`src/rtl/multichannel_accumulator_serializer_pkg.sv`:
```
// Shared types for the multichannel accumulator / serializer slice.
// Holds the serializer state encoding and the parameter sanity check.
package multichannel_accumulator_serializer_pkg;

    typedef enum logic {
        S_IDLE  = 1'b0,
        S_SHIFT = 1'b1
    } ser_state_e;

    function automatic bit params_ok(input int acc_width, input int window_log2);
        return (acc_width >= 1) && (window_log2 >= 1);
    endfunction

endpackage

```
`src/rtl/multichannel_accumulator_serializer_acc_channel.sv`:
```
// One channel: saturating ones-counter whose snapshot output is the
// count including the current sample, ready to be captured at window end.
module acc_channel
    import multichannel_accumulator_serializer_pkg::*;
#(
    parameter int ACC_WIDTH = 12
) (
    input  logic                 clk_i,
    input  logic                 rst_i,
    input  logic                 clear_i,
    input  logic                 data_i,
    output logic [ACC_WIDTH-1:0] snap_o
);

    localparam logic [ACC_WIDTH-1:0] ACC_MAX = '1;

    logic [ACC_WIDTH-1:0] acc_q;
    logic [ACC_WIDTH-1:0] acc_d;
    logic [ACC_WIDTH-1:0] sum;

    always_comb begin
        sum   = (acc_q == ACC_MAX) ? ACC_MAX : acc_q + ACC_WIDTH'(data_i);
        acc_d = clear_i ? '0 : sum;
    end

    always_ff @(posedge clk_i) begin
        if (rst_i) begin
            acc_q <= '0;
        end else begin
            acc_q <= acc_d;
        end
    end

    assign snap_o = sum;

endmodule

```
`src/rtl/multichannel_accumulator_serializer.sv`:
```
// Per-channel windowed ones-counting with a frame serializer that ships
// each window's counts out channel 0 first, MSB first.
module multichannel_accumulator_serializer
    import multichannel_accumulator_serializer_pkg::*;
#(
    parameter int NUM_CH      = 5,
    parameter int ACC_WIDTH   = 12,
    parameter int WINDOW_LOG2 = 8
) (
    input  logic              accumulatorClk,
    input  logic              accumulatorReset,
    input  logic              enable,
    input  logic              singleShot,
    input  logic [NUM_CH-1:0] dataIn,
    output logic              serialStart,
    output logic              serialOut,
    output logic              serialValid,
    output logic              windowDone,
    output logic              overrun
);

    localparam int FRAME_BITS = NUM_CH * ACC_WIDTH;
    localparam int BCNT_W     = $clog2(FRAME_BITS + 1);
    localparam logic [BCNT_W-1:0] LAST_BIT = BCNT_W'(FRAME_BITS - 1);

    if (!params_ok(ACC_WIDTH, WINDOW_LOG2) || NUM_CH < 1) begin : g_bad_params
        $error("multichannel_accumulator_serializer: illegal parameters");
    end

    logic [WINDOW_LOG2-1:0] cnt_q;
    logic [WINDOW_LOG2-1:0] cnt_d;
    logic                   halted_q;
    logic                   halted_d;
    logic                   count_en;
    logic                   win_end;
    logic                   acc_clear;

    // halted_q blocks single-shot re-arming until enable is seen low
    assign count_en  = enable && !(singleShot && halted_q);
    assign win_end   = !accumulatorReset && count_en && (&cnt_q);
    assign acc_clear = !count_en || win_end;

    always_comb begin
        cnt_d    = cnt_q + WINDOW_LOG2'(1);
        halted_d = halted_q;
        if (acc_clear) begin
            cnt_d = '0;
        end
        if (!enable) begin
            halted_d = 1'b0;
        end else if (win_end && singleShot) begin
            halted_d = 1'b1;
        end
    end

    always_ff @(posedge accumulatorClk) begin
        if (accumulatorReset) begin
            cnt_q    <= '0;
            halted_q <= 1'b0;
        end else begin
            cnt_q    <= cnt_d;
            halted_q <= halted_d;
        end
    end

    logic [ACC_WIDTH-1:0]  snap [NUM_CH];
    logic [FRAME_BITS-1:0] frame_vec;

    for (genvar g = 0; g < NUM_CH; g++) begin : g_ch
        acc_channel #(
            .ACC_WIDTH(ACC_WIDTH)
        ) u_acc (
            .clk_i  (accumulatorClk),
            .rst_i  (accumulatorReset),
            .clear_i(acc_clear),
            .data_i (dataIn[g]),
            .snap_o (snap[g])
        );
        assign frame_vec[FRAME_BITS-1-g*ACC_WIDTH -: ACC_WIDTH] = snap[g];
    end

    ser_state_e            state_q;
    logic [FRAME_BITS-1:0] shift_q;
    logic [BCNT_W-1:0]     bit_q;
    logic                  start_q;
    logic                  overrun_q;

    // Shifting in zeros leaves shift_q empty once a frame has drained
    always_ff @(posedge accumulatorClk) begin
        if (accumulatorReset) begin
            state_q   <= S_IDLE;
            shift_q   <= '0;
            bit_q     <= '0;
            start_q   <= 1'b0;
            overrun_q <= 1'b0;
        end else begin
            start_q <= 1'b0;
            unique case (state_q)
                S_IDLE: begin
                    if (win_end) begin
                        shift_q <= frame_vec;
                        bit_q   <= '0;
                        start_q <= 1'b1;
                        state_q <= S_SHIFT;
                    end
                end
                S_SHIFT: begin
                    shift_q <= shift_q << 1;
                    bit_q   <= bit_q + BCNT_W'(1);
                    if (win_end) begin
                        overrun_q <= 1'b1;
                    end
                    if (bit_q == LAST_BIT) begin
                        state_q <= S_IDLE;
                    end
                end
            endcase
        end
    end

    assign serialValid = (state_q == S_SHIFT);
    assign serialOut   = serialValid && shift_q[FRAME_BITS-1];
    assign serialStart = start_q;
    assign windowDone  = win_end;
    assign overrun     = overrun_q;

endmodule
```
`config.mk`:
```
export PLATFORM = sky130hd
export DESIGN_NAME = multichannel_accumulator_serializer
export DESIGN_NICKNAME = d
export VERILOG_FILES = /design/src/rtl/multichannel_accumulator_serializer_pkg.sv /design/src/rtl/multichannel_accumulator_serializer_acc_channel.sv /design/src/rtl/multichannel_accumulator_serializer.sv
export SDC_FILE = /design/constraint.sdc
export NUM_CORES = 1
export LEC_CHECK = 0
export CORE_ASPECT_RATIO = 0.75
export CORE_MARGIN = 2
export CORE_UTILIZATION = 51
export CTS_CLUSTER_SIZE = 28
export DETAILED_ROUTE_END_ITERATION = 10
export PLACE_DENSITY = 0.81
export SKIP_LAST_GASP = 1
export SYNTH_ARGS = -nofsm -noshare
export SYNTH_HDL_FRONTEND = slang
export SYNTH_SLANG_ARGS = --single-unit
```
`constraint.sdc`:
```
create_clock -name accumulatorClk -period 1.92 [get_ports accumulatorClk]
set_clock_uncertainty 0.05 [all_clocks]
set_input_delay 0.288 -clock accumulatorClk [delete_from_list [all_inputs] [get_ports accumulatorClk]]
set_output_delay 0.288 -clock accumulatorClk [all_outputs]
set_load 0.03 [all_outputs]
```
==> run metrics, run 1 <==
run status finished, violations left; failing checks negative setup slack; WL final 16,100 um; ant diodes 0; Avg Cell Area, Syn ~8.3 um^2; CP Class flip-flop to output port; Fin. Hold Viols 0; Flop pwr share 0.435; asr flop ratio synth 0; peak-usage layer in the global routing report met2; RSZ-0062 raised after global routing true; layout cells sized above 1 0.161; Max H-tree Level 4; count of hold-fix buffers inserted at cts 0; Initial Util 0.529; initial antenna violation count 0; worst-margin pin slew about 860 ps; synth-to-layout area growth 23.7%; Iter 0 DRT Violations 539; Clock power frac 0.541; fmax between 0.5 and 0.6 GHz; relative slew slack 0.427; Die Area 13,000 um^2; Longest Clk Path Bufs 2; Post-Syn Area 6190 um^2; #FFs+latches synth 138; via count just under 6,000; fin. max-slew vios 0; GR Util met1 0.320; vias in the first global route 5,599; Synth top area share 0.447; number of synthesized flops with an enable pin 0; CTS tree built; nets 821; Sw Share 0.199; WP data arrival 1600 ps; clock sinks 138; crit start category flip-flop; Pre-antenna DRT Iters 5; Pwr Total 0.00663 W; Critical Path End Type output port; maximum VDD drop ~600 uV; GRT Util Overall 0.251; # rows 34; Boundary Pins 14; crit path max fanout 3; Post-DRT Antenna Nets 0; clock tree root driver cell clkbuf_16; grt total ovfl 0; Layout Utilization 0.654; DRC 0; DR WL/cell 16.5 um; Crit path required time 1580 ps; Post-synth top cells 138 x dfxtp_1, 109 x nor2_1, 51 x nand2_1; prevailing post-synth register cell dfxtp_1; Clk Latency, worst-skew pair approximately 420 ps; Net Count, Synth 763; met3 GRT Util 0.0652; die height slightly below 100 um; Internal Power 0.00531 W; Final Cycle Share 1.01; Sw Pwr 0.00132 W; Lkg Pwr 2.87 nW; P per Cell Area 867 nW/um^2; final setup margin -22.1 ps; total negative slack -22.1 ps; global-route wire length before repair 26,600 um; port buffer count 13; max-cap viol count 0; DR vias/cell 5.95; post-synth top area cell dfxtp_1; largest net degree at the start of global routing 37; core footprint 11,700 um^2; Final min period 1940 ps; GP Congestion 0.897; Synth area leaders dfxtp_1 45%, nor2_1 6.6%, nand3_1 3.3%; Synth Instances ~740; Setup-failing EPs final 1; most common cell in the netlist dfxtp_1; die width 131 um; sequential share of the synthesized area 0.447; Hold Path Class flip-flop to flip-flop; Unique masters post-synth a little under 60; CTS clk-pin slew, worst paths ~60 ps; M2 GR Usage 0.420; Num CTS Buffers 17; yosys warns 0; Fill cells 929; Logic pwr share 0.024; DP Wirelength 10,400 um
-- registers in the layout, indices dropped and copies added (netlist names) --
register          count
cnt_q                 8
g_ch.u_acc.acc_q     60
shift_q              60
serialStart           1
serialValid           1
bit_q                 6
halted_q              1
overrun               1
-- routing by layer --
layer | part of all wire | up-vias
li1 | - | 2810
met1 | 0.45 | 2756
met2 | 0.47 | 203
met3 | 0.064 | 33
met4 | 0.017 | 0
met5 | 0 | -
-- logic make-up after synthesis --
logic type	Yosys count	synth area share
compound gates	173	0.177
xor+xnor	24	0.0340
fa+ha+maj	12	0.0243
buf+inv	70	0.0479
flops	138	0.447
mux	11	0.0180
simple gates	314	0.253
-- power by group through the flow --
| stage | combinational (W) | sequential [W] | clock, W |
|---|---|---|---|
| after CTS | 0.000156 | 0.00288 | 0.00363 |
| after detailed placement | 0.000151 | 0.00294 | 0 |
| after global placement | 0.000147 | 0.00294 | 0 |
| final | 0.000158 | 0.00288 | 0.00359 |
| after floorplan | 0.0000768 | 0.00294 | 0 |
| after global routing | 0.000172 | 0.00288 | 0.00378 |
-- stage by stage --
step | area [um^2] | hold WS, ps | setup WS [ps] | instances
after floorplan | 6190 | 358 | 6.03 | 742
after global placement | 6840 | 374 | -221 | 935
after detailed placement | 6840 | 385 | -273 | 935
after CTS | 7600 | 389 | -30.6 | 974
after global routing | 7650 | 404 | -98.3 | 975
final | 7650 | 388 | -22.1 | 975
-- timing repair --
action | in CTS | in global routing
pin swaps | 2 | 0
endpoints found under the setup margin | 7 | 37
gates cloned | 1 | 0
resized for setup | 8 | 12
buffers inserted | 6 | 1
-- worst paths after layout --
path	start	endpoint	slack, ps	depth (start not counted)
hold reg to reg	shift_q[4]	shift_q[5]	390	2
hold / removal	shift_q[4]	shift_q[5]	390	2
setup reg to reg	cnt_q[1]	shift_q[36]	30	9
setup / recovery	cnt_q[1]	windowDone	-20	6
-- placed cells by master, fill, tap and decap left out, types with 7 or more instances in the layout --
cell and instances:
xnor2_1 10, a21oi_1 34, and4_1 18, a211oi_1 12, nor4_1 7, o21ai_0 33, mux2i_1 10, nor2_1 108
nand4_1 15, nand3_1 40, nand2_1 50, a31oi_1 25, nor3_1 21, o22ai_1 10, buf_4 65, clkbuf_16 17
and3_1 18, xor2_1 14, inv_1 23, ha_1 11, clkdlybuf4s50_1 11, dfxtp_1 135, o21ai_1 23
-- critical path, cell delays in order (launching register included) --
cell	delay [ps]
dfxtp_2	350
ha_4	140
and4_4	220
nand4_4	140
inv_4	120
buf_12	110
buf_8	110
-- area by class of cell --
class	count	area [um^2]	share of cell area
Sequential cell	138	2770	0.362
Clock inverter	11	193	0.0252
Clock buffer	21	460	0.0602
Multi-Input combinational cell	534	3180	0.416
Tap cell	162	203	0.0265
Timing Repair Buffer	84	748	0.0978
Inverter	25	98.8	0.0129
Power figures use the tool's default switching activity.
==> run 2: changes to the inputs <==
Clock period 1.92 ns to 1.58 ns, I/O delays scaled along.
==> run metrics, run 2 (synthesis results as in run 1) <==
Finished Cell Area 9570 um^2; initial antenna violation count 1; cell total after placement 959; Die Area roughly 13,000 um^2; r2r endpoint shift_q[43]; Sw Pwr 0.00200 W; # rows 34; crit path cell chain ha_4 > and4_4 > nand4_4 > buf_4 > buf_12 > and4_1 > a31oi_1 > o21ai_1; CTS tree built; Boundary Pins 14; Layout Utilization 0.818; die width ~130 um; core footprint 11,700 um^2; synth-to-layout area growth 54.6%; RSZ-0062 raised after global routing true; worst r2r path cells 8; nets 899; DR vias/cell between 7 and 8; vias in the first global route 6,169; max-cap viol count 0; CP Launch Point cnt_q[1]; Crit-path slowest cell a31oi_1; run status finished, violations left; final setup margin -638 ps; Internal Power 0.00617 W; Post-DRT Antenna Nets 0; WP data arrival 2450 ps; relative slew slack 0.421; Setup-failing EPs final 136; Initial Util 0.529; crit start category flip-flop; count of hold-fix buffers inserted at cts 0; Final Cycle Share 1.40; clock tree root driver cell clkbuf_16; total negative slack -26,410 ps; DP Wirelength 10,700 um; global-route wire length before repair 31,700 um; largest net degree at the start of global routing 30; Pre-antenna DRT Iters 7; DRC 0; most common cell after layout, fill and taps aside dfxtp_1; CTS clk-pin slew, worst paths 70 ps; Worst R2R Start cnt_q[1]; Lkg Pwr 3.46 nW; Sw Share 0.245; Logic pwr share 0.046; Num CTS Buffers 17; GRT Util Overall 0.305; ant diodes 0; R2R Setup Slk -640 ps; Iter 0 DRT Violations approximately 1,200; port buffer count 13; clock sinks approximately 140; DR WL/cell 27.4 um; maximum VDD drop roughly 780 uV; Flop pwr share 0.428; fin. max-slew vios 0; worst-margin pin slew 865 ps; GP Congestion just over 0.9; Clk Latency, worst-skew pair 450 ps; via count between 7,000 and 8,000; P per Cell Area 854 nW/um^2; Critical Path End Type flip-flop; Largest regs g_ch.u_acc.acc_q x60, shift_q x60, cnt_q x8; Final min period ~2200 ps; crit path max fanout 24; fmax 0.451 GHz; Max H-tree Level 4; CP Class flip-flop to flip-flop; Worst path max stage delay 430 ps; die height 99.4 um; Clock power frac 0.526; most frequent cells in the layout 117 x dfxtp_1, 106 x buf_4, 72 x nor2_1; layout cells sized above 1 0.435; Layout Cells excl Fill 1,052; worst setup path end shift_q[43]; Longest Clk Path Bufs 2; Crit path required time between 1500 and 2000 ps; failing checks negative setup slack; Post-Place Cell Area between 7000 and 8000 um^2; Hold Path Class flip-flop to flip-flop; Fin. Hold Viols 0; WL final 28,800 um; grt total ovfl 0
## run 2: changes by cell type in the layout (fill, tap and decap cells not counted), sizes merged
cell | previous run | this run
dlygate4sd2 | 0 | 2
bufbuf | 1 | 0
clkdlybuf4s50 | 11 | 8
bufinv | 5 | 3
clkinv | 4 | 3
clkinvlp | 2 | 7
inv | 25 | 26
buf | 72 | 144
or2 | 4 | 5
clkbuf | 21 | 24
## run 2: cell type report
type / count / area [um^2]
Fill cell: 495 / 2130
Inverter: 25 / 109
Timing Repair inverter: 1 / 7.51
Tap cell: 162 / 203
Clock inverter: 13 / 170
Clock buffer: 18 / 439
Multi-Input combinational cell: 535 / 4190
Timing Repair Buffer: 160 / 1650
Sequential cell: 138 / 2800
## run 2: worst min-delay path by stage
stage | slack (ps) | from | depth (start not counted) | end
after CTS | 400 | shift_q[50] | 2 | shift_q[51]
final | 420 | bit_q[4] | 2 | bit_q[4]
after floorplan | 350 | singleShot | 2 | halted_q
after global placement | 380 | shift_q[40] | 2 | shift_q[41]
after global routing | 450 | bit_q[4] | 2 | bit_q[4]
after detailed placement | 380 | shift_q[0] | 2 | shift_q[1]
## run 2: what timing repair did
action,4_1_cts,5_1_grt
gates resized for setup,84,205
setup buffers,14,35
pin swaps,19,60
cloned,6,9
endpoints found under the setup margin,85,114
## run 2: critical path: cells and delay by family (launching register included)
| family | cells | cell delay [ps] |
|---|---|---|
| AO/OA/AOI/OAI | 2 | 610 |
| adder cells (fa/ha/maj) | 1 | 140 |
| buffers and inverters | 2 | 330 |
| flip-flops | 1 | 360 |
| AND/OR/NAND/NOR | 3 | 560 |
## run 2: stage by stage
stage | power (W) | hold WS [ps] | setup WS (ps)
global placement | 0.00377 | 377 | -493
detailed placement | 0.00378 | 381 | -523
global route | 0.00829 | 449 | -655
CTS | 0.00785 | 401 | -263
floorplan | 0.00367 | 346 | -37.0
finish | 0.00817 | 423 | -638
## run 2: layer usage
metal,track usage,wire length (um),vias to the layer above
met1,0.374,9690,3431
li1,-,-,2958
met2,0.521,12300,833
met3,0.0719,3950,332
met5,0,0,-
met4,0.128,2860,0
## run 2: power groups by stage
| stage | logic, W | registers (W) | clock network (W) |
|---|---|---|---|
| global route | 0.000376 | 0.00350 | 0.00441 |
| floorplan | 0.0000961 | 0.00358 | 0 |
| global placement | 0.000194 | 0.00358 | 0 |
| detailed placement | 0.000199 | 0.00358 | 0 |
| CTS | 0.000227 | 0.00350 | 0.00412 |
| finish | 0.000373 | 0.00350 | 0.00430 |
==> run 3: changes to the inputs <==
Settings changed: ABC_CLOCK_PERIOD_IN_PS from default to 1580, SKIP_CTS_REPAIR_TIMING from default to 1, SYNTH_HIERARCHICAL from default to 1.
==> run metrics, run 3 <==
run status finished, violations left; failing checks negative setup slack; Synth Area in XOR/XNOR 0.0182; met1 WL 9090 um; number of synthesized flops with an enable pin 0; largest family of logic cells by synthesized area simple AND/OR/NAND/NOR gates; sequential share of the synthesized area 0.358; CTS clk-pin slew, worst paths ~60 ps; DP Wirelength around 11,000 um; multiplexer share of the synthesized area 0.00130; Final min period between 2000 and 2500 ps; Unique masters post-synth between 50 and 60; Layout Utilization 0.670; clock tree root driver cell clkbuf_16; most frequent cells in the layout 135 x dfxtp_1, 108 x buf_4, 60 x nor2b_1; Avg Cell Area, Syn 9.22 um^2; Post-DRT Antenna Nets 0; Longest Clk Path Bufs 2; crit path max fanout 6; Setup-failing EPs final 133; P per Cell Area 820 nW/um^2; Critical Path End Type output port; relative slew slack 0.710; simple-gate share of the synthesized area 0.424; CTS tree built; RSZ-0062 raised after global routing true; most common cell in the netlist dfxtp_1; Lkg Pwr 4.16 nW; Largest regs g_ch.u_acc/acc_q x60, shift_q x60, cnt_q x8; max-cap viol count 0; fin. max-slew vios 0; port buffer count 13; Synth top area share 0.358; Iter 0 DRT Violations 430; DRC 0; WL final between 15,000 and 20,000 um; crit start category flip-flop; CP Class flip-flop to output port; nets 949; final setup margin -556 ps; DR WL/cell 16.7 um; synth-to-layout area growth 26.9%; worst r2r path cells 9; Synth Instances 836; via count 6,683; Worst Hold Path EP halted_q; # rows 38; #FFs+latches synth 138; fmax approximately 0.47 GHz; WP data arrival 1850 ps; R2R Setup Slk -540 ps; die height around 110 um; Crit path required time between 1000 and 1500 ps; Worst R2R Start cnt_q[0]; yosys warns 6; Fill cells 1,074; Post-synth top cells 138 x dfxtp_1, 60 x nor2b_1, 59 x nor3b_1, 59 x nor4_2, 48 x a21oi_1; maximum VDD drop 706 uV; global-route wire length before repair 28,200 um; Min Hold Slack 227 ps; adder-cell share of the synthesized area 0.0195; Synth area leaders dfxtp_1 36%, nor4_2 9.6%, nor3b_1 5.7%; Initial Util 0.528; GRT Util Overall 0.210; Net Count, Synth 857; worst-margin pin slew 431 ps; grt total ovfl 0; largest net degree at the start of global routing 71; Die Area 16,100 um^2; asr flop ratio synth 0; core footprint 14,600 um^2; ant diodes 0; Top Layer Used met4; Met2 Wirelength around 8700 um; Post-Syn Area 7710 um^2; total negative slack -56,900 ps; clock sinks 138; Fin. Hold Viols 0; most common cell after layout, fill and taps aside dfxtp_1; vias in the first global route roughly 6,000; hold path start accumulatorReset; met3 wire len between 1000 and 1500 um; Pre-antenna DRT Iters 5; Clk Latency, worst-skew pair 420 ps; r2r endpoint g_ch[3].u_acc/acc_q[11]; post-synth top area cell dfxtp_1; initial antenna violation count 0; GP Congestion between 0.8 and 0.9; prevailing post-synth register cell dfxtp_1; DR vias/cell a little under 6; Boundary Pins 14; Max H-tree Level 4; Hold Path Class primary input to flip-flop; Final Cycle Share 1.35; layout cells sized above 1 0.371; die width 146 um; Compound-Gate Fraction of Synth Area 0.112; Num CTS Buffers 17; hold path cells 4
run 3: cell types whose count changed in the layout (fill, tap and decap cells not counted), sizes merged, moves of 11 or more:
cell and change:
a21oi +15, buf -25, nor2 -89, nor2b +56, nor3 +42, nor3b +57
nor4 +53, o21ai -43, xor2 -11
run 3: critical path: stages, from the launching register on:
cell	delay, ps
dfxtp_2	350
ha_4	150
nand3_2	80
or4b_4	550
buf_12	160
clkinv_4	30
buf_6	110
run 3: layer usage:
metal | up-vias | track usage
met5 | - | 0
met4 | 0 | 0.0641
met3 | 24 | 0.0574
met2 | 189 | 0.317
met1 | 3174 | 0.292
li1 | 3296 | -
run 3: worst max path at each step:
stage               slack [ps]     start  cells after the start                      to
floorplan                 -450  cnt_q[1]                     10  g_ch[0].u_acc/acc_q[7]
global placement          -610    enable                      7             shift_q[53]
detailed placement        -660    enable                      6              shift_q[1]
CTS                       -780  cnt_q[1]                      6              windowDone
global route              -650  cnt_q[6]                      7             shift_q[26]
finish                    -560  cnt_q[0]                      6              windowDone
run 3: cell type report:
class / count / area [um^2] / share of cell area
Sequential cell: 138 / 2770 / 0.283
Multi-Input combinational cell: 613 / 4810 / 0.492
Clock buffer: 21 / 460 / 0.0471
Tap cell: 200 / 250 / 0.0256
Timing Repair Buffer: 134 / 1230 / 0.125
Inverter: 24 / 95.1 / 0.00972
Clock inverter: 11 / 168 / 0.0171
run 3: logic make-up (layout without fill, tap and decap cells):
logic type / after synthesis / in the layout
compound gates: 135 / 135
xor+xnor: 16 / 16
fa+ha+maj: 12 / 12
buf+inv: 91 / 190
flops: 138 / 138
mux: 1 / 1
simple gates: 443 / 449
run 3: per-stage QoR:
step	worst slack, ps	power [W]	std cells	cell area, um^2
2_1_floorplan	-452	0.00371	836	8010
3_3_place_gp	-607	0.00378	1079	8690
3_5_place_dp	-661	0.00379	1079	8690
4_1_cts	-783	0.00803	1111	9320
5_1_grt	-650	0.00823	1141	9780
6_report	-556	0.00802	1141	9780
run 3: power by group:
| part | internal, W | leakage, nW | total, W | switching [W] |
|---|---|---|---|---|
| clock | 0.00272 | 0.303 | 0.00427 | 0.00155 |
| sequential | 0.00349 | 1.11 | 0.00350 | 0.00000941 |
| combinational | 0.0000939 | 2.74 | 0.000246 | 0.000152 |
| total | 0.00631 | 4.16 | 0.00802 | 0.00171 |
